[src/rtl/teclado_matricial_4x4_if.sv]
// Keypad pin and key-code bundle between the matrix scanner (slave) and its
// consumer/keypad side (master).
interface teclado_matricial_4x4_if;
    logic [3:0] i_Fila;
    logic [3:0] o_Col;
    logic [3:0] o_Tecla;
    logic       o_Valida;
    logic       o_Presionada;

    modport slave (
        input  i_Fila,
        output o_Col,
        output o_Tecla,
        output o_Valida,
        output o_Presionada
    );

    modport master (
        output i_Fila,
        input  o_Col,
        input  o_Tecla,
        input  o_Valida,
        input  o_Presionada
    );
endinterface

[src/rtl/teclado_matricial_4x4.sv]
// 4x4 matrix keypad scanner: rotating one-hot column drive, per-scan ghost-aware
// candidate, and press/release debounce over whole scans.
module teclado_matricial_4x4 #(
    parameter int SCAN_DIV       = 1000,
    parameter int DEBOUNCE_SCANS = 4
) (
    input  logic                          i_Clk,
    input  logic                          i_Rst,
    teclado_matricial_4x4_if.slave        kp
);
    localparam int             DIV_W    = $clog2(SCAN_DIV);
    localparam logic [DIV_W-1:0] DIV_LAST = DIV_W'(SCAN_DIV - 1);
    localparam logic [3:0]     DEB_N    = 4'(DEBOUNCE_SCANS);

    typedef enum logic [1:0] {IDLE, DEB_PRESS, HELD, DEB_RELEASE} state_t;

    logic [3:0]       fila_meta_q, fila_sync_q;
    logic [DIV_W-1:0] div_q;
    logic [1:0]       col_idx_q;
    logic             acc_seen_q, acc_seen_d;
    logic             acc_multi_q, acc_multi_d;
    logic [3:0]       acc_key_q, acc_key_d;
    state_t           state_q, state_d;
    logic [3:0]       cnt_q, cnt_d;
    logic [3:0]       key_q, key_d;
    logic [3:0]       tecla_q, tecla_d;
    logic             valida_q, valida_d;

    logic       sample, eval, any_row, one_row;
    logic [1:0] row_idx;
    logic       seen_m, multi_m;
    logic [3:0] key_m, cnt_inc;
    logic       cand_key, cand_none;

    assign sample  = (div_q == DIV_LAST);
    assign eval    = sample && (col_idx_q == 2'd3);
    assign any_row = |fila_sync_q;
    assign one_row = $onehot(fila_sync_q);
    // Row encoder is only consulted when exactly one row is active.
    assign row_idx = {fila_sync_q[3] | fila_sync_q[2], fila_sync_q[3] | fila_sync_q[1]};

    // Merge this column's sample into the running scan result.
    assign seen_m    = acc_seen_q | any_row;
    assign multi_m   = acc_multi_q | (any_row && (!one_row || acc_seen_q));
    assign key_m     = (one_row && !acc_seen_q) ? {row_idx, col_idx_q} : acc_key_q;
    assign cand_none = !seen_m;
    assign cand_key  = seen_m && !multi_m;
    assign cnt_inc   = (cnt_q == 4'hF) ? cnt_q : cnt_q + 4'd1;

    always_comb begin
        acc_seen_d  = acc_seen_q;
        acc_multi_d = acc_multi_q;
        acc_key_d   = acc_key_q;
        if (eval) begin
            acc_seen_d  = 1'b0;
            acc_multi_d = 1'b0;
            acc_key_d   = 4'd0;
        end else if (sample) begin
            acc_seen_d  = seen_m;
            acc_multi_d = multi_m;
            acc_key_d   = key_m;
        end
    end

    always_comb begin
        state_d  = state_q;
        cnt_d    = cnt_q;
        key_d    = key_q;
        tecla_d  = tecla_q;
        valida_d = 1'b0;
        if (eval) begin
            unique case (state_q)
                IDLE: if (cand_key) begin
                    key_d   = key_m;
                    cnt_d   = 4'd1;
                    state_d = DEB_PRESS;
                    if (DEB_N <= 4'd1) begin
                        state_d  = HELD;
                        tecla_d  = key_m;
                        valida_d = 1'b1;
                    end
                end
                DEB_PRESS: if (cand_key && key_m == key_q) begin
                    cnt_d = cnt_inc;
                    if (cnt_inc >= DEB_N) begin
                        state_d  = HELD;
                        tecla_d  = key_m;
                        valida_d = 1'b1;
                    end
                end else if (cand_key) begin
                    key_d = key_m;
                    cnt_d = 4'd1;
                end else begin
                    state_d = IDLE;
                    cnt_d   = 4'd0;
                end
                HELD: if (cand_none) begin
                    cnt_d   = 4'd1;
                    state_d = (DEB_N <= 4'd1) ? IDLE : DEB_RELEASE;
                end
                DEB_RELEASE: if (cand_none) begin
                    cnt_d = cnt_inc;
                    if (cnt_inc >= DEB_N) state_d = IDLE;
                end else begin
                    state_d = HELD;
                end
                default: state_d = IDLE;
            endcase
        end
    end

    always_ff @(posedge i_Clk or posedge i_Rst) begin
        if (i_Rst) begin
            fila_meta_q <= '0;
            fila_sync_q <= '0;
            div_q       <= '0;
            col_idx_q   <= 2'd0;
            acc_seen_q  <= 1'b0;
            acc_multi_q <= 1'b0;
            acc_key_q   <= 4'd0;
            state_q     <= IDLE;
            cnt_q       <= 4'd0;
            key_q       <= 4'd0;
            tecla_q     <= 4'd0;
            valida_q    <= 1'b0;
        end else begin
            fila_meta_q <= kp.i_Fila;
            fila_sync_q <= fila_meta_q;
            div_q       <= sample ? '0 : div_q + 1'b1;
            if (sample) col_idx_q <= col_idx_q + 2'd1;
            acc_seen_q  <= acc_seen_d;
            acc_multi_q <= acc_multi_d;
            acc_key_q   <= acc_key_d;
            state_q     <= state_d;
            cnt_q       <= cnt_d;
            key_q       <= key_d;
            tecla_q     <= tecla_d;
            valida_q    <= valida_d;
        end
    end

    assign kp.o_Col        = 4'b0001 << col_idx_q;
    assign kp.o_Tecla      = tecla_q;
    assign kp.o_Valida     = valida_q;
    assign kp.o_Presionada = (state_q == HELD) || (state_q == DEB_RELEASE);
endmodule

[src/flat_wrapper.sv]
// flat-port wrapper written by rule: the top's interface ports become plain ports
module teclado_matricial_4x4_flat 
#(
    parameter int SCAN_DIV       = 1000,
    parameter int DEBOUNCE_SCANS = 4
)
  (i_Clk, i_Rst, kp_i_Fila, kp_o_Col, kp_o_Tecla, kp_o_Valida, kp_o_Presionada);
  teclado_matricial_4x4_if kp_i ();
  input  logic i_Clk;
  input  logic i_Rst;
  input wire logic [$bits(kp_i.i_Fila)-1:0] kp_i_Fila;
  output wire logic [$bits(kp_i.o_Col)-1:0] kp_o_Col;
  output wire logic [$bits(kp_i.o_Tecla)-1:0] kp_o_Tecla;
  output wire logic [$bits(kp_i.o_Valida)-1:0] kp_o_Valida;
  output wire logic [$bits(kp_i.o_Presionada)-1:0] kp_o_Presionada;
  assign kp_i.i_Fila = kp_i_Fila;
  assign kp_o_Col = kp_i.o_Col;
  assign kp_o_Tecla = kp_i.o_Tecla;
  assign kp_o_Valida = kp_i.o_Valida;
  assign kp_o_Presionada = kp_i.o_Presionada;
  teclado_matricial_4x4 #(.SCAN_DIV(SCAN_DIV), .DEBOUNCE_SCANS(DEBOUNCE_SCANS)) u_core (.i_Clk(i_Clk), .i_Rst(i_Rst), .kp(kp_i));
endmodule
[config.mk]
export PLATFORM = sky130hd
export DESIGN_NAME = teclado_matricial_4x4_flat
export DESIGN_NICKNAME = d
export VERILOG_FILES = /design/src/rtl/teclado_matricial_4x4_if.sv /design/src/rtl/teclado_matricial_4x4.sv /design/src/flat_wrapper.sv
export SDC_FILE = /design/constraint.sdc
export NUM_CORES = 1
export LEC_CHECK = 0
export ABC_AREA = 1
export BUFFER_PORTS_ARGS = -buffer_cell sky130_fd_sc_hd__buf_2
export CORE_MARGIN = 4
export CORE_UTILIZATION = 40
export CTS_BUF_LIST = sky130_fd_sc_hd__clkbuf_4 sky130_fd_sc_hd__clkbuf_8 sky130_fd_sc_hd__clkbuf_16
export DETAILED_ROUTE_END_ITERATION = 7
export GPL_TIMING_DRIVEN = 1
export PLACE_DENSITY_LB_ADDON = 0.05
export SLEW_MARGIN = 20
export SYNTH_ARGS = -nofsm -noshare
export SYNTH_HDL_FRONTEND = slang
export SYNTH_SLANG_ARGS = --single-unit
[constraint.sdc]
create_clock -name i_Clk -period 3 [get_ports i_Clk]
set_input_delay 0.15 -clock i_Clk [delete_from_list [all_inputs] [get_ports i_Clk]]
set_output_delay 0.15 -clock i_Clk [all_outputs]
set_load 0.03 [all_outputs]
==> results of run 1 <==
cells in the mapped netlist:
cell type	count	area share
nand2_1	53	0.088
nand3_4	2	0.016
clkbuf_1	1	0.0017
dfrtp_1	41	0.46
nand2_4	3	0.015
a21oi_1	8	0.018
a21oi_4	1	0.0072
nor2_4	6	0.030
nand3_2	1	0.0045
inv_1	43	0.072
and3_1	1	0.0028
inv_2	1	0.0017
xnor2_1	1	0.0039
o21ai_0	7	0.016
nand2_2	5	0.014
nand4_1	3	0.0083
ha_1	11	0.061
o21ai_2	1	0.0039
a2bb2oi_1	1	0.0039
o21ai_1	10	0.022
nand3_1	20	0.045
nor3_1	6	0.013
xor2_1	3	0.012
nor4_1	1	0.0028
o2111ai_1	1	0.0039
nor2_1	25	0.042
o22ai_1	3	0.0083
a211oi_1	1	0.0033
nor2_2	3	0.0083
fa_1	1	0.0089
or2_2	1	0.0028
nor3_2	1	0.0045
registers in the layout (all words and copies together) (netlist names):
register	cells
u_core.col_idx_q	2
u_core.kp.o_Tecla	4
u_core.kp.o_Valida	1
u_core.fila_sync_q	4
u_core.state_q	2
u_core.div_q	10
u_core.acc_seen_q	1
u_core.cnt_q	4
u_core.acc_multi_q	1
u_core.fila_meta_q	4
u_core.acc_key_q	4
u_core.key_q	4
worst paths after layout:
check | start | end | slack, ps | cells past startpoint
hold / removal | u_core.fila_meta_q[2] | u_core.fila_sync_q[2] | 350 | 0
min in group asynchronous | i_Rst | u_core.col_idx_q[1] | 440 | 3
setup reg to reg | u_core.fila_sync_q[1] | u_core.kp.o_Tecla[1] | 320 | 16
hold reg to reg | u_core.fila_meta_q[2] | u_core.fila_sync_q[2] | 350 | 0
setup / recovery | u_core.fila_sync_q[1] | u_core.kp.o_Tecla[1] | 320 | 16
max in group asynchronous | i_Rst | u_core.cnt_q[1] | 1870 | 4
layout make-up:
class,count,area [um^2]
fillers,541,2920
multi-input cells,180,1050
flip-flops and latches,41,1030
inverters,44,165
repair buffers,21,133
well taps,72,90.1
clock buffers,6,76.3
clock inverters,2,10.0
stage by stage:
stage,worst slack [ps],util
after global routing,60.6,0.467
after CTS,295,0.467
after detailed placement,306,0.442
final,322,0.467
after floorplan,508,-
after global placement,321,0.442
critical path: stages, from the launching register on:
cell,delay (ps)
dfrtp_1,370
inv_1,50
ha_1,260
ha_1,210
fa_1,470
nor2_4,180
nand2_4,120
nand2_4,80
nand2_2,70
nand2_1,80
nand2_2,60
nor2_4,120
nand3_4,110
nor2_4,110
nand3_4,120
nand2_1,80
o21ai_1,60
per-layer routing:
metal	track usage	share of wire	vias up	wire (um)
met5	0	0	-	0
met4	0.0446	0.015	0	65
met3	0.0308	0.035	4	150
met2	0.223	0.47	23	2010
met1	0.189	0.48	798	2080
li1	-	-	901	-
cell families after synthesis:
group | synth area share
buffers and inverters | 0.0751
DFF | 0.456
and+or+nand+nor | 0.297
AOI/OAI and AO/OA | 0.0863
xor gates and xnor gates | 0.0156
adders and majority gates | 0.0701
power groups by stage:
| stage | clock network (uW) | registers, uW | logic, uW |
|---|---|---|---|
| final | 361 | 560 | 138 |
| after global routing | 403 | 561 | 157 |
| after CTS | 380 | 560 | 141 |
| after detailed placement | 0 | 571 | 136 |
| after global placement | 0 | 571 | 135 |
| after floorplan | 0 | 570 | 109 |
==> impl_metrics.toml, run 1 <==
[timing]
fin_skew_ps = 7.47
timing.final.crit_share = 0.893
tightestPinTransition_ps = 744
fin_tns_setup_ps = 0
setup_viol = 0
fmax_ghz = 0.373
relSlewSlack = 0.501
hold_viol_final = 0
post-route-min-period_ps = 2680
grt_setup_unrepaired = "no"
fin_hold_ws_ps = 352
slew_violations = 0

[placement]
hpwl_um = 3330
io_buffers = 15
dpl_cell_area_um2 = 2420
place.gp.congestion = 0.834
dp_cells = 353

[die]
die_w_um = 83.0
die_h_um = 83.0
initial_core_util = 0.411
die_area_um2 = 6880
core_area_um2 = 5470
io_pins = 16
rows = 27

[synthesis]
ys_seq_elements = 41
synth_warnings = 0
synth_cells = 266
syn_avg_cell_area_um2 = 8.45
synth-seq-area-share = 0.456
synth.distinct_cells = 32
syn_nets = 284
synth.cell_area_um2 = 2250

[grt]
grt_pass1_vias = 1680
gr-total-overflow = 0
gr-usage-all-layers = 0.140
grt_pass1_wl_um = 7880
grt_start_max_net_pins = 23
antenna_found_initial = 0

[power_and_ir_drop]
power_switching_uw = 285
totalPowerFinal_uw = 1060
clock_power_share = 0.341
intPower_uw = 773
ir_drop_uv = 189
power_density_nw_per_um2 = 415
p_leak_uw = 0.00125
p_sw_frac = 0.269
seqPwrFrac = 0.529
p_comb_frac = 0.130

[clock_tree]
clk_pin_slew_worst_paths_ps = 80
cts_made_buffers = 5
cts.sinks = 41
clk_path_buf_depth = 2
cts_root_buffer = "clkbuf_8"
post_cts_buffers = 0
cts.htree.levels = 2
worstSkewPairLatency_ps = 290
cts_tree = "done"
ctsHoldBuffers = 5
post_cts_resized = 0

[critical_path]
worst_setup_path_start_kind = "register"
setup.worst_path.end_class = "register"
cp.arrival_ps = 2860
cp_max_fo = 9
crit_type = "reg -> reg"
crit_required_ps = 3180

[flow_run]
maxCapViolCount = 0

[status]
outcome = "finished clean"

[route]
drc = 0
drt_iter0_markers = 104
totalWireLength_um = 4310
via_per_inst = 4.72
vias = 1726
drt-wirelength-per-cell_um = 11.8
firstDrtPassIters = 4
ant_nets = 0

[layout]
syn_to_final_growth_pct = 13.6
postLayoutCellArea_um2 = 2550
layout_common_cells = "nand2_1 (53), inv_1 (42), dfrtp_1 (41)"
finalNetCount = 311
layout_commonest_cell = "nand2_1"
instances_no_fill = 366
drive_gt1_frac = 0.167
diodes = 0

[worst_hold_path]
hold_path.class = "reg -> reg"
No activity file was read; power rests on OpenSTA's default activity.
==> inputs of run 2 (changes only) <==
--- a/config.mk
+++ b/config.mk
@@ -12,7 +12,7 @@
 export CTS_BUF_LIST = sky130_fd_sc_hd__clkbuf_4 sky130_fd_sc_hd__clkbuf_8 sky130_fd_sc_hd__clkbuf_16
 export DETAILED_ROUTE_END_ITERATION = 7
 export GPL_TIMING_DRIVEN = 1
-export PLACE_DENSITY_LB_ADDON = 0.05
+export PLACE_DENSITY = 0.58
 export SLEW_MARGIN = 20
 export SYNTH_ARGS = -nofsm -noshare
 export SYNTH_HDL_FRONTEND = slang
==> run 2 against run 1 <==
Count of clock-buffer cells in the layout is the same; sequential power is essentially flat; critical path depth shrank 2; total power shrank 0.60%; maximum frequency shrank 2.1%; final cell count shrank 0.27%; die area is the same; largest cell class unchanged; highest routed layer unchanged.
==> impl_metrics.toml, run 2 (synthesized netlist as in run 1, its figures left out) <==
[route]
ant_nets = 0
drc = 0
vias = 1713
via_per_inst = 4.69
drt_iter0_markers = 101
totalWireLength_um = 4180
drt-wirelength-per-cell_um = 11.5
firstDrtPassIters = 5

[status]
outcome = "finished clean"

[placement]
io_buffers = 15
hpwl_um = 3160
place.gp.congestion = 0.764
place_ws_ps = 261

[power_and_ir_drop]
ir_drop_uv = 242
p_sw_frac = 0.265
intPower_uw = 773
power_switching_uw = 279
power_density_nw_per_um2 = 412
seqPwrFrac = 0.532
p_leak_uw = 0.00125
clock_power_share = 0.337
p_comb_frac = 0.131

[layout]
largest_register_ffs = 10
layout_commonest_cell = "nand2_1"
layout_common_cells = "nand2_1 (53), inv_1 (43), dfrtp_1 (41)"
largest_register = "u_core.div_q"
finalNetCount = 311
drive_gt1_frac = 0.164
diodes = 0
syn_to_final_growth_pct = 13.5

[clock_tree]
cts_tree = "done"
clk_path_buf_depth = 2
worstSkewPairLatency_ps = 290
cts.sinks = 41
post_cts_resized = 0
clk_pin_slew_worst_paths_ps = 80
cts.htree.levels = 2
cts_root_buffer = "clkbuf_8"
cts_made_buffers = 5

[timing]
tightestPinTransition_ps = 519
fmax_ghz = 0.366
setup_viol = 0
fin_skew_ps = 8.13
hold_viol_final = 0
timing.final.crit_share = 0.912
relSlewSlack = 0.654
fin_tns_setup_ps = 0
grt_setup_unrepaired = "no"
post-route-min-period_ps = 2740
worst_slack_ps = 265
slew_violations = 0

[worst_hold_path]
holdPathStages = 0
hold_path.class = "reg -> reg"

[critical_path]
r2r_cells = 14
cp.arrival_ps = 2910
crit_required_ps = 3180
cp_max_fo = 7
worst_setup_path_start_kind = "register"
setup.worst_path.end_class = "register"
crit_type = "reg -> reg"

[die]
die_w_um = 83.0
rows = 27
initial_core_util = 0.411
core_area_um2 = 5470
die_h_um = 83.0
die_area_um2 = 6880
io_pins = 16

[grt]
grt_pass1_wl_um = 7780
antenna_found_initial = 0
grt_start_max_net_pins = 42
gr-usage-all-layers = 0.137
grt_pass1_vias = 1712
gr-total-overflow = 0

[flow_run]
maxCapViolCount = 0
==> run 2: per-layer routing <==
layer  GRT usage  up-vias  routed length [um]
met5           0        -                   0
met4      0.0535        0                  65
met3      0.0248        7                 136
met2       0.221       23                1930
met1       0.183      780                2050
li1            -      903                   -
==> run 2: final cells by class <==
type | instances | area [um^2]
fillers | 559 | 2920
multi-input cells | 180 | 1050
flip-flops and latches | 41 | 1030
inverters | 44 | 165
repair buffers | 21 | 133
well taps | 72 | 90.1
clock buffers | 6 | 76.3
clock inverters | 1 | 8.76
==> run 2: timing repair <==
| item | 4_1_cts | 5_1_grt |
|---|---|---|
| hold endpoints to repair | 42 | 0 |
| hold buffers | 5 | 0 |
| setup buffers | 0 | 0 |
==> run 2: worst max-delay path, cell delays in order (launching register included) <==
cell,delay (ps)
dfrtp_1,390
inv_1,60
ha_1,270
ha_1,210
fa_1,480
nor2_4,180
nand2_4,130
a21oi_4,190
nand2_2,90
nor2_4,140
nand3_4,110
a21oi_1,150
nand3_1,110
nand2_1,70
nand2_1,50
==> run 2: path summary, 6_finish.rpt <==
check / from / to / slack, ps
setup / recovery: u_core.fila_sync_q[1] / u_core.state_q[0] / 260
hold / removal: u_core.fila_meta_q[3] / u_core.fila_sync_q[3] / 350
setup reg to reg: u_core.fila_sync_q[1] / u_core.state_q[0] / 260
hold reg to reg: u_core.fila_meta_q[3] / u_core.fila_sync_q[3] / 350
max in group asynchronous: i_Rst / u_core.cnt_q[3] / 2110
min in group asynchronous: i_Rst / u_core.fila_sync_q[0] / 530
==> run 2: power groups by stage <==
| stage | Sequential (uW) | Combinational [uW] | Clock, uW |
|---|---|---|---|
| 4_1_cts | 560 | 141 | 374 |
| 3_3_place_gp | 571 | 133 | 0 |
| 3_5_place_dp | 571 | 136 | 0 |
| 5_1_grt | 561 | 156 | 394 |
| 6_report | 560 | 138 | 354 |
| 2_1_floorplan | 570 | 109 | 0 |
==> run 2: stage by stage <==
step	cell area, um^2	hold slack (ps)	cells	total power, uW	util
4_1_cts	2550	355	365	1080	0.466
2_1_floorplan	2250	181	266	679	-
5_1_grt	2550	359	365	1110	0.466
6_report	2550	352	365	1050	0.466
3_3_place_gp	2420	258	353	704	0.442
3_5_place_dp	2420	260	353	707	0.442
